==> src/rtl/gene_net_stepper.sv <==
// gene_net_stepper: loads an initial gene vector, then iterates a synchronous
// Boolean gene network one step per clock until a 2-cycle, fixed point or step limit.
module gene_net_stepper #(
  parameter int N         = 8,
  parameter int CW        = 4,
  parameter int MAX_STEPS = 15
) (
  input  logic           clk,
  input  logic           rst,
  input  logic           start,
  input  logic [N-1:0]   init_val,
  input  logic [N*N-1:0] act_mask,
  input  logic [N*N-1:0] rep_mask,
  input  logic           cycle_flag,
  output logic [N-1:0]   x,
  output logic [CW-1:0]  cnt,
  output logic [N-1:0]   init_val_chk,
  output logic           busy,
  output logic           done,
  output logic           cycle_found,
  output logic           fixed_pt,
  output logic           timeout,
  output logic [2:0]     state_dbg
);

  // Handshake: start is a single-cycle request with no ready; it is taken only
  // in IDLE (busy low, done low) and silently dropped in every other state.
  typedef enum logic [2:0] {
    S_IDLE  = 3'd0,
    S_CLEAR = 3'd1,
    S_LOAD  = 3'd2,
    S_RUN   = 3'd3,
    S_DONE  = 3'd4
  } state_t;

  localparam logic [CW-1:0] MAX_CNT = CW'(MAX_STEPS);
  localparam logic [CW-1:0] CYC_MIN = CW'(2);

  state_t        state_q, state_d;
  logic [N-1:0]  x_q, x_d;
  logic [N-1:0]  chk_q, chk_d;
  logic [CW-1:0] cnt_q, cnt_d;
  logic          cyc_q, cyc_d;
  logic          fix_q, fix_d;
  logic          tmo_q, tmo_d;
  logic [N-1:0]  nx;

  // A gene with no activators is constitutive: on unless repressed.
  genvar gi;
  generate
    for (gi = 0; gi < N; gi++) begin : g_gene
      logic [N-1:0] act_row;
      logic [N-1:0] rep_row;
      logic         act_any;
      logic         rep_any;
      assign act_row = act_mask[gi*N +: N];
      assign rep_row = rep_mask[gi*N +: N];
      assign act_any = |(x_q & act_row);
      assign rep_any = |(x_q & rep_row);
      assign nx[gi]  = (act_row != '0) ? (act_any & ~rep_any) : ~rep_any;
    end
  endgenerate

  always_ff @(posedge clk or posedge rst) begin
    if (rst) begin
      state_q <= S_IDLE;
      x_q     <= '0;
      chk_q   <= '0;
      cnt_q   <= '0;
      cyc_q   <= 1'b0;
      fix_q   <= 1'b0;
      tmo_q   <= 1'b0;
    end else begin
      state_q <= state_d;
      x_q     <= x_d;
      chk_q   <= chk_d;
      cnt_q   <= cnt_d;
      cyc_q   <= cyc_d;
      fix_q   <= fix_d;
      tmo_q   <= tmo_d;
    end
  end

  always_comb begin
    state_d = state_q;
    x_d     = x_q;
    chk_d   = chk_q;
    cnt_d   = cnt_q;
    cyc_d   = cyc_q;
    fix_d   = fix_q;
    tmo_d   = tmo_q;
    case (state_q)
      S_IDLE: begin
        if (start) begin
          cyc_d   = 1'b0;
          fix_d   = 1'b0;
          tmo_d   = 1'b0;
          state_d = S_CLEAR;
        end
      end
      S_CLEAR: begin
        // Inverted token forces a change on the detector even for a repeated init.
        chk_d   = ~init_val;
        state_d = S_LOAD;
      end
      S_LOAD: begin
        x_d     = init_val;
        cnt_d   = '0;
        chk_d   = init_val;
        state_d = S_RUN;
      end
      S_RUN: begin
        if (cycle_flag && (cnt_q > CYC_MIN)) begin
          cyc_d   = 1'b1;
          state_d = S_DONE;
        end else if (nx == x_q) begin
          fix_d   = 1'b1;
          state_d = S_DONE;
        end else if (cnt_q == MAX_CNT) begin
          tmo_d   = 1'b1;
          state_d = S_DONE;
        end else begin
          x_d   = nx;
          cnt_d = cnt_q + CW'(1);
        end
      end
      S_DONE: begin
        state_d = S_IDLE;
      end
      default: begin
        state_d = S_IDLE;
      end
    endcase
  end

  assign x            = x_q;
  assign cnt          = cnt_q;
  assign init_val_chk = chk_q;
  assign cycle_found  = cyc_q;
  assign fixed_pt     = fix_q;
  assign timeout      = tmo_q;
  assign busy         = (state_q == S_CLEAR) || (state_q == S_LOAD) || (state_q == S_RUN);
  assign done         = (state_q == S_DONE);
  assign state_dbg    = state_q;

endmodule

==> config.mk <==
export PLATFORM = sky130hd
export DESIGN_NAME = gene_net_stepper
export DESIGN_NICKNAME = d
export VERILOG_FILES = /design/src/rtl/gene_net_stepper.sv
export SDC_FILE = /design/constraint.sdc
export NUM_CORES = 1
export LEC_CHECK = 0
export ABC_AREA = 1
export CAP_MARGIN = 20
export CORE_MARGIN = 5
export CORE_UTILIZATION = 36
export CTS_BUF_LIST = sky130_fd_sc_hd__clkbuf_2 sky130_fd_sc_hd__clkbuf_4 sky130_fd_sc_hd__clkbuf_8
export CTS_CLUSTER_DIAMETER = 60
export DETAILED_ROUTE_END_ITERATION = 10
export PLACE_DENSITY = 0.89
export SLEW_MARGIN = 10
export SYNTH_ARGS = -nofsm -noshare
export SYNTH_HDL_FRONTEND = slang
export SYNTH_SLANG_ARGS = --single-unit
==> constraint.sdc <==
create_clock -name clk -period 1.8 [get_ports clk]
set_clock_uncertainty 0.15 [all_clocks]
set_input_delay 0.45 -clock clk [delete_from_list [all_inputs] [get_ports clk]]
set_output_delay 0.45 -clock clk [all_outputs]
set_load 0.005 [all_outputs]
==> run metrics, run 1 <==
status finished with violations; failing checks negative setup slack; Starting Density 0.369; register area share after synthesis 0.230; DRT antenna net count 0; ys flop type dfrtp_1; Seq cells post-synth 26; Hold Buf Count CTS 0; Initial DRC Count 324; Post-synth EDFFs 0; Layout Nets 875; Inserted Diodes 0; Clock Latency Late Sink 0.28 ns; Post-Syn Nets 643; WL per Instance 15.2 um; Total Wirelength 12,700 um; Syn-to-layout area delta 88.7%; Distinct cells, synth 28; clk slew on worst S/H paths 0.10 ns; initial antenna violation count 0; kind of critical path in2reg; Vias 4,316; IO Pins 168; Syn Area/Cell 5.66 um^2; Final period util 1.20; CTS Buf Count 3; top-area cell type share of the netlist area 0.336; synthesized area 2830 um^2; P per Cell Area 1420 nW/um^2; Data required, critical path 1.82 ns; Die Span Y 98.7 um; RSZ-0062 raised after global routing true; I/O Buffers 167; critical path capture point type flop; max-cap violations 0; CTS H-Tree Depth 1; post-layout minimum cycle time 2.16 ns; top cells by area, synth nand2_1, dfrtp_1, nor2_1; Rows 32; setup_tns -6.18 ns; die width 98.7 um; final worst slack -0.358 ns; GPL Wtd Cong 0.965; layout cell share with drive strength beyond 1 0.190; HP Class reg2reg; CP max stage delay 0.46 ns; CP Launch Type input port; largest net degree at the start of global routing 27; Critical R2R Launch x[0]; synth cell count leaders nand2_1, nor2_1, inv_1, nand4_1, dfrtp_1; synthesized instance count 501; CP startpoint act_mask[0]; Max Fanout on Critical Path 7; All-Layer GR Usage 0.240; crit path DAT 2.18 ns; DRC 0; Synth async-reset ratio 1.00; Fmax 463 MHz; max-slew violation count 0; vias in the first global route 4,284; DP Cell Count 796; slew at the pin closest to its max-slew limit 0.383 ns; global-route wire length before repair 19,400 um; CTS tree done; Yosys warning count 0; total clock sinks 26; Non-Filler Instances 834; Peak VDD IR 0.578 mV; Worst Hold Launch init_val_chk[6]; most numerous cell on the critical path nand2_1; Final Hold Fails 0; Max-slew headroom 0.743; maximum root-to-sink buffer count 2; slowest CP cell clkdlybuf4s50_1; Root Buffer clkbuf_8; First-pass DRT Iterations 6; vias per cell 5.18; grt ovf 0; Post-DP HPWL 9400 um; final setup violation count 21; CP cell instances clkdlybuf4s50_1, nand2_2, nand2_1, nor2_1, nand3_1, nand2_1, nand2_1, nand2_1, nand2_2, nor2_4, buf_12, nand3_4, nand4_1, nand2_1; cell taking the most area after synthesis nand2_1; FILL cells 625; die area 9750 um^2; core area 7690 um^2; count leader, synth nand2_1; Pleak 0.00270 uW
## flip-flops by register name, indices dropped and copies added, names as in the netlist
signal	flops
state_dbg	3
fixed_pt	1
timeout	1
init_val_chk	8
cycle_found	1
cnt	4
x	8
## per-stage QoR
step                setup slack [ns]  cell area, um^2  power [uW]   util  hold slack [ns]
CTS                           -0.312             5200        7100  0.677            0.342
global placement              -0.682             4860        5800  0.632            0.316
detailed placement            -0.738             4860        5970  0.632            0.321
finish                        -0.358             5350        7590  0.696            0.349
global route                  -0.492             5350        8150  0.696            0.380
floorplan                    -0.0995             2840        3800      -            0.314
## cells by family (layout without fill, tap and decap cells)
group	count (synthesis)	after routing	share of synthesized area
DFF	26	26	0.230
AOI/OAI and AO/OA	22	22	0.0397
buffers and inverters	59	286	0.126
adders and majority gates	2	2	0.00883
and+or+nand+nor	383	387	0.568
xor gates and xnor gates	9	9	0.0278
## per-layer routing
layer,part of all wire,wire length [um],track usage
met5,0,0,0
met1,0.36,4600,0.265
met4,0.044,552,0.116
met3,0.090,1140,0.0545
met2,0.50,6400,0.431
## cell type report
type | instances | area (um^2) | area share
Sequential cell | 26 | 653 | 0.122
Tap cell | 102 | 128 | 0.0239
Timing Repair Buffer | 246 | 2350 | 0.440
Multi-Input combinational cell | 420 | 2020 | 0.378
Clock buffer | 4 | 55.1 | 0.0103
Inverter | 36 | 136 | 0.0255
## repair_timing
item	4_1_cts	5_1_grt
setup endpoints to repair	35	24
gates resized for setup	85	31
cloned	4	1
buffers inserted	19	11
pin swaps	41	21
## path summary, 6_finish.rpt
path	to	slack (ns)	depth (start not counted)
setup / recovery	cnt[2]	-0.36	14
hold / removal	init_val_chk[6]	0.35	2
setup reg to reg	cnt[1]	-0.34	14
hold reg to reg	init_val_chk[6]	0.35	2
max in group asynchronous	x[0]	0.83	3
min in group asynchronous	state_dbg[1]	0.38	3
## power by group
part	internal, uW	leakage (uW)	switching [uW]
Sequential	852	0.000326	230
Clock	196	0.0000288	190
Combinational	2950	0.00234	3170
Total	4000	0.00270	3590
## critical path: cells and delay by family
family | cells | cell delay (ns)
AND/OR/NAND/NOR | 12 | 1.14
buffers and inverters | 2 | 0.60
## layout by cell type (no fill, tap or decap), drive strengths merged
master,instances
nand4,34
clkbuf,6
o31ai,1
dfrtp,26
buf,81
dlymetal6s2s,2
nand3b,1
xor2,9
and2,2
inv,34
nor2,67
clkdlybuf4s15,1
clkinv,2
nor3b,1
nand3,24
nor3,1
clkdlybuf4s50,128
a21oi,3
o21ai,18
dlygate4sd2,32
nand2,256
or2,1
ha,2
Power figures use the tool's default switching activity.
==> run 2, diff against run 1 <==
Settings changed: CAP_MARGIN 20 to 10.
==> results of run 2 <==
Same layout as run 1: the final DEF is identical, and so are final timing and power.
==> run 3, diff against run 2 <==
Settings changed: CORE_UTILIZATION 36 to 60, DONT_BUFFER_PORTS from default to 1, GPL_ROUTABILITY_DRIVEN from default to 0, PLACE_DENSITY 0.89 to 0.84.
Clock period 1.8 ns to 2.4 ns, I/O delays scaled along.
==> run 3 against run 2 <==
  * The run now ends clean
  * Non-clock buffer count shrank 224
  * Critical path depth is the same
  * Flip-flop and latch count is the same
==> run metrics, run 3 (synthesized netlist as in run 1, its figures left out) <==
largest net degree at the start of global routing 27 (unchanged); vias in the first global route 3,194 (-25%); HP Class in2async; register area 653 um^2 (unchanged); die width 78.7 um (-20%); DRC 0 (unchanged); core area 4660 um^2 (-39%); post-layout minimum cycle time 2.20 ns; status finished, final reports clean; slew at the pin closest to its max-slew limit 0.866 ns (+0.483 ns); max-slew violation count 0 (unchanged); maximum root-to-sink buffer count 2 (unchanged); Peak VDD IR 0.532 mV (-7.9%); critical path capture point type flop; setup_tns 0 ns (+6.18 ns); Max-slew headroom 0.419 (-0.325); Final period util 0.917; FILL cells 427 (-32%); Crit path max-delay family simple AND/OR/NAND/NOR gates; WL per Instance 16.2 um (+6.5%); Clock Latency Late Sink 0.28 ns (about the same); Multi-input gate area 1850 um^2 (-8.7%); Non-Filler Instances 559 (-33%); Starting Density 0.608 (+0.239); Max Fanout on Critical Path 16 (+9); Placed Area 2820 um^2 (-42%); Layout Nets 648 (-26%); initial antenna violation count 0 (unchanged); final worst slack 0.198 ns (+0.556 ns); Initial DRC Count 300 (-7.4%); First-pass DRT Iterations 5 (-1); Pleak 0.00161 uW (-40%); kind of critical path reg2reg; grt ovf 0 (unchanged); CP cell instances buf_6, nand2_1, nand2_1, nor2_1, nand3_1, nand2_1, nand2_1, nand2_1, nand2_1, nor2_4, nand3_4, buf_4, nand4_1, nand2_1; Post-Route Utilization 0.631 (-0.0645); Vias 3,300 (-24%); crit path DAT 2.22 ns (+0.04 ns); CP max stage delay 0.46 ns (about the same); IO Pins 168 (unchanged); Hold Buf Count CTS 0 (unchanged); P per Cell Area 1260 nW/um^2 (-11%); vias per cell 5.90 (+14%); global-route wire length before repair 14,200 um (-27%); DP Cell Count 551 (-31%); Inserted Diodes 0 (unchanged); All-Layer GR Usage 0.284 (+0.0441); Crit path buffers/inverters 2 (unchanged); Final Hold Fails 0 (unchanged); CP Launch Type flop; Syn-to-layout area delta 3.80%; clk slew on worst S/H paths 0.09 ns (about the same); Total Wirelength 9050 um (-29%); commonest non-fill, non-tap cells in the layout nand2_1, nor2_1, inv_1, nand4_1, dfrtp_1; final instance area 2940 um^2 (-45%); Rows 25 (-22%); layout cell share with drive strength beyond 1 0.0752 (-0.115); most numerous cell on the critical path nand2_1; total clock sinks 26 (unchanged); Post-Place Worst Slack 0.0629 ns (+0.801 ns); Root Buffer clkbuf_8; Post-DP HPWL 7240 um (-23%); Die Span Y 78.7 um (-20%); CTS tree done; CTS Buf Count 3 (unchanged); DRT antenna net count 0 (unchanged); CTS H-Tree Depth 1 (unchanged); final setup violation count 0 (-100%); I/O Buffers 0 (-100%); RSZ-0062 raised after global routing false; slowest CP cell dfrtp_2; Fmax 454 MHz; Data required, critical path 2.41 ns (+0.59 ns); max-cap violations 0 (unchanged); commonest non-fill, non-tap cell in the layout nand2_1; die area 6200 um^2 (-36%)
## run 3: final timing paths
path / from / to / slack (ns) / cells after the start
setup / recovery: x[4] / x[2] / 0.20 / 14
hold / removal: rst / x[0] / 0.10 / 2
setup reg to reg: x[4] / x[2] / 0.20 / 14
hold reg to reg: fixed_pt / fixed_pt / 0.35 / 2
max in group asynchronous: rst / x[4] / 1.73 / 2
min in group clk: start / state_dbg[0] / 0.34 / 2
## run 3: worst reg2reg max path: stages, from the launching register on
cell and delay, ns:
dfrtp_2 0.46, buf_6 0.18, nand2_1 0.07, nand2_1 0.05, nor2_1 0.07, nand3_1 0.13, nand2_1 0.12, nand2_1 0.07
nand2_1 0.07, nand2_1 0.09, nor2_4 0.17, nand3_4 0.13, buf_4 0.18, nand4_1 0.07, nand2_1 0.07
## run 3: final cells by class
type | instances | share of cell area
clock buffer | 3 | 0.0140
clock inverter | 1 | 0.0102
inverter | 36 | 0.0459
multi-input combinational | 417 | 0.627
sequential | 26 | 0.222
tap | 54 | 0.0230
timing repair buffer | 22 | 0.0574
## run 3: timing repair
| item | 4_1_cts | 5_1_grt |
|---|---|---|
| resized for setup | 0 | 5 |
| endpoints found under the setup margin | 0 | 17 |
| setup buffers | 0 | 3 |
## run 3: routing by layer
metal	GRT usage	vias up	part of all wire
met5	0	-	0
li1	-	1575	-
met2	0.508	216	0.50
met4	0.0769	0	0.019
met3	0.0635	20	0.11
met1	0.340	1489	0.37
## run 3: through the flow
step | hold WS [ns] | power [uW]
global placement | 0.342 | 3190
floorplan | 0.314 | 2840
finish | 0.101 | 3720
global route | 0.137 | 4130
detailed placement | 0.341 | 3260
CTS | 0.111 | 3630
## run 3: power by group
| group | switching, uW | internal, uW |
|---|---|---|
| combinational | 1640 | 863 |
| sequential | 209 | 639 |
| clock | 140 | 223 |
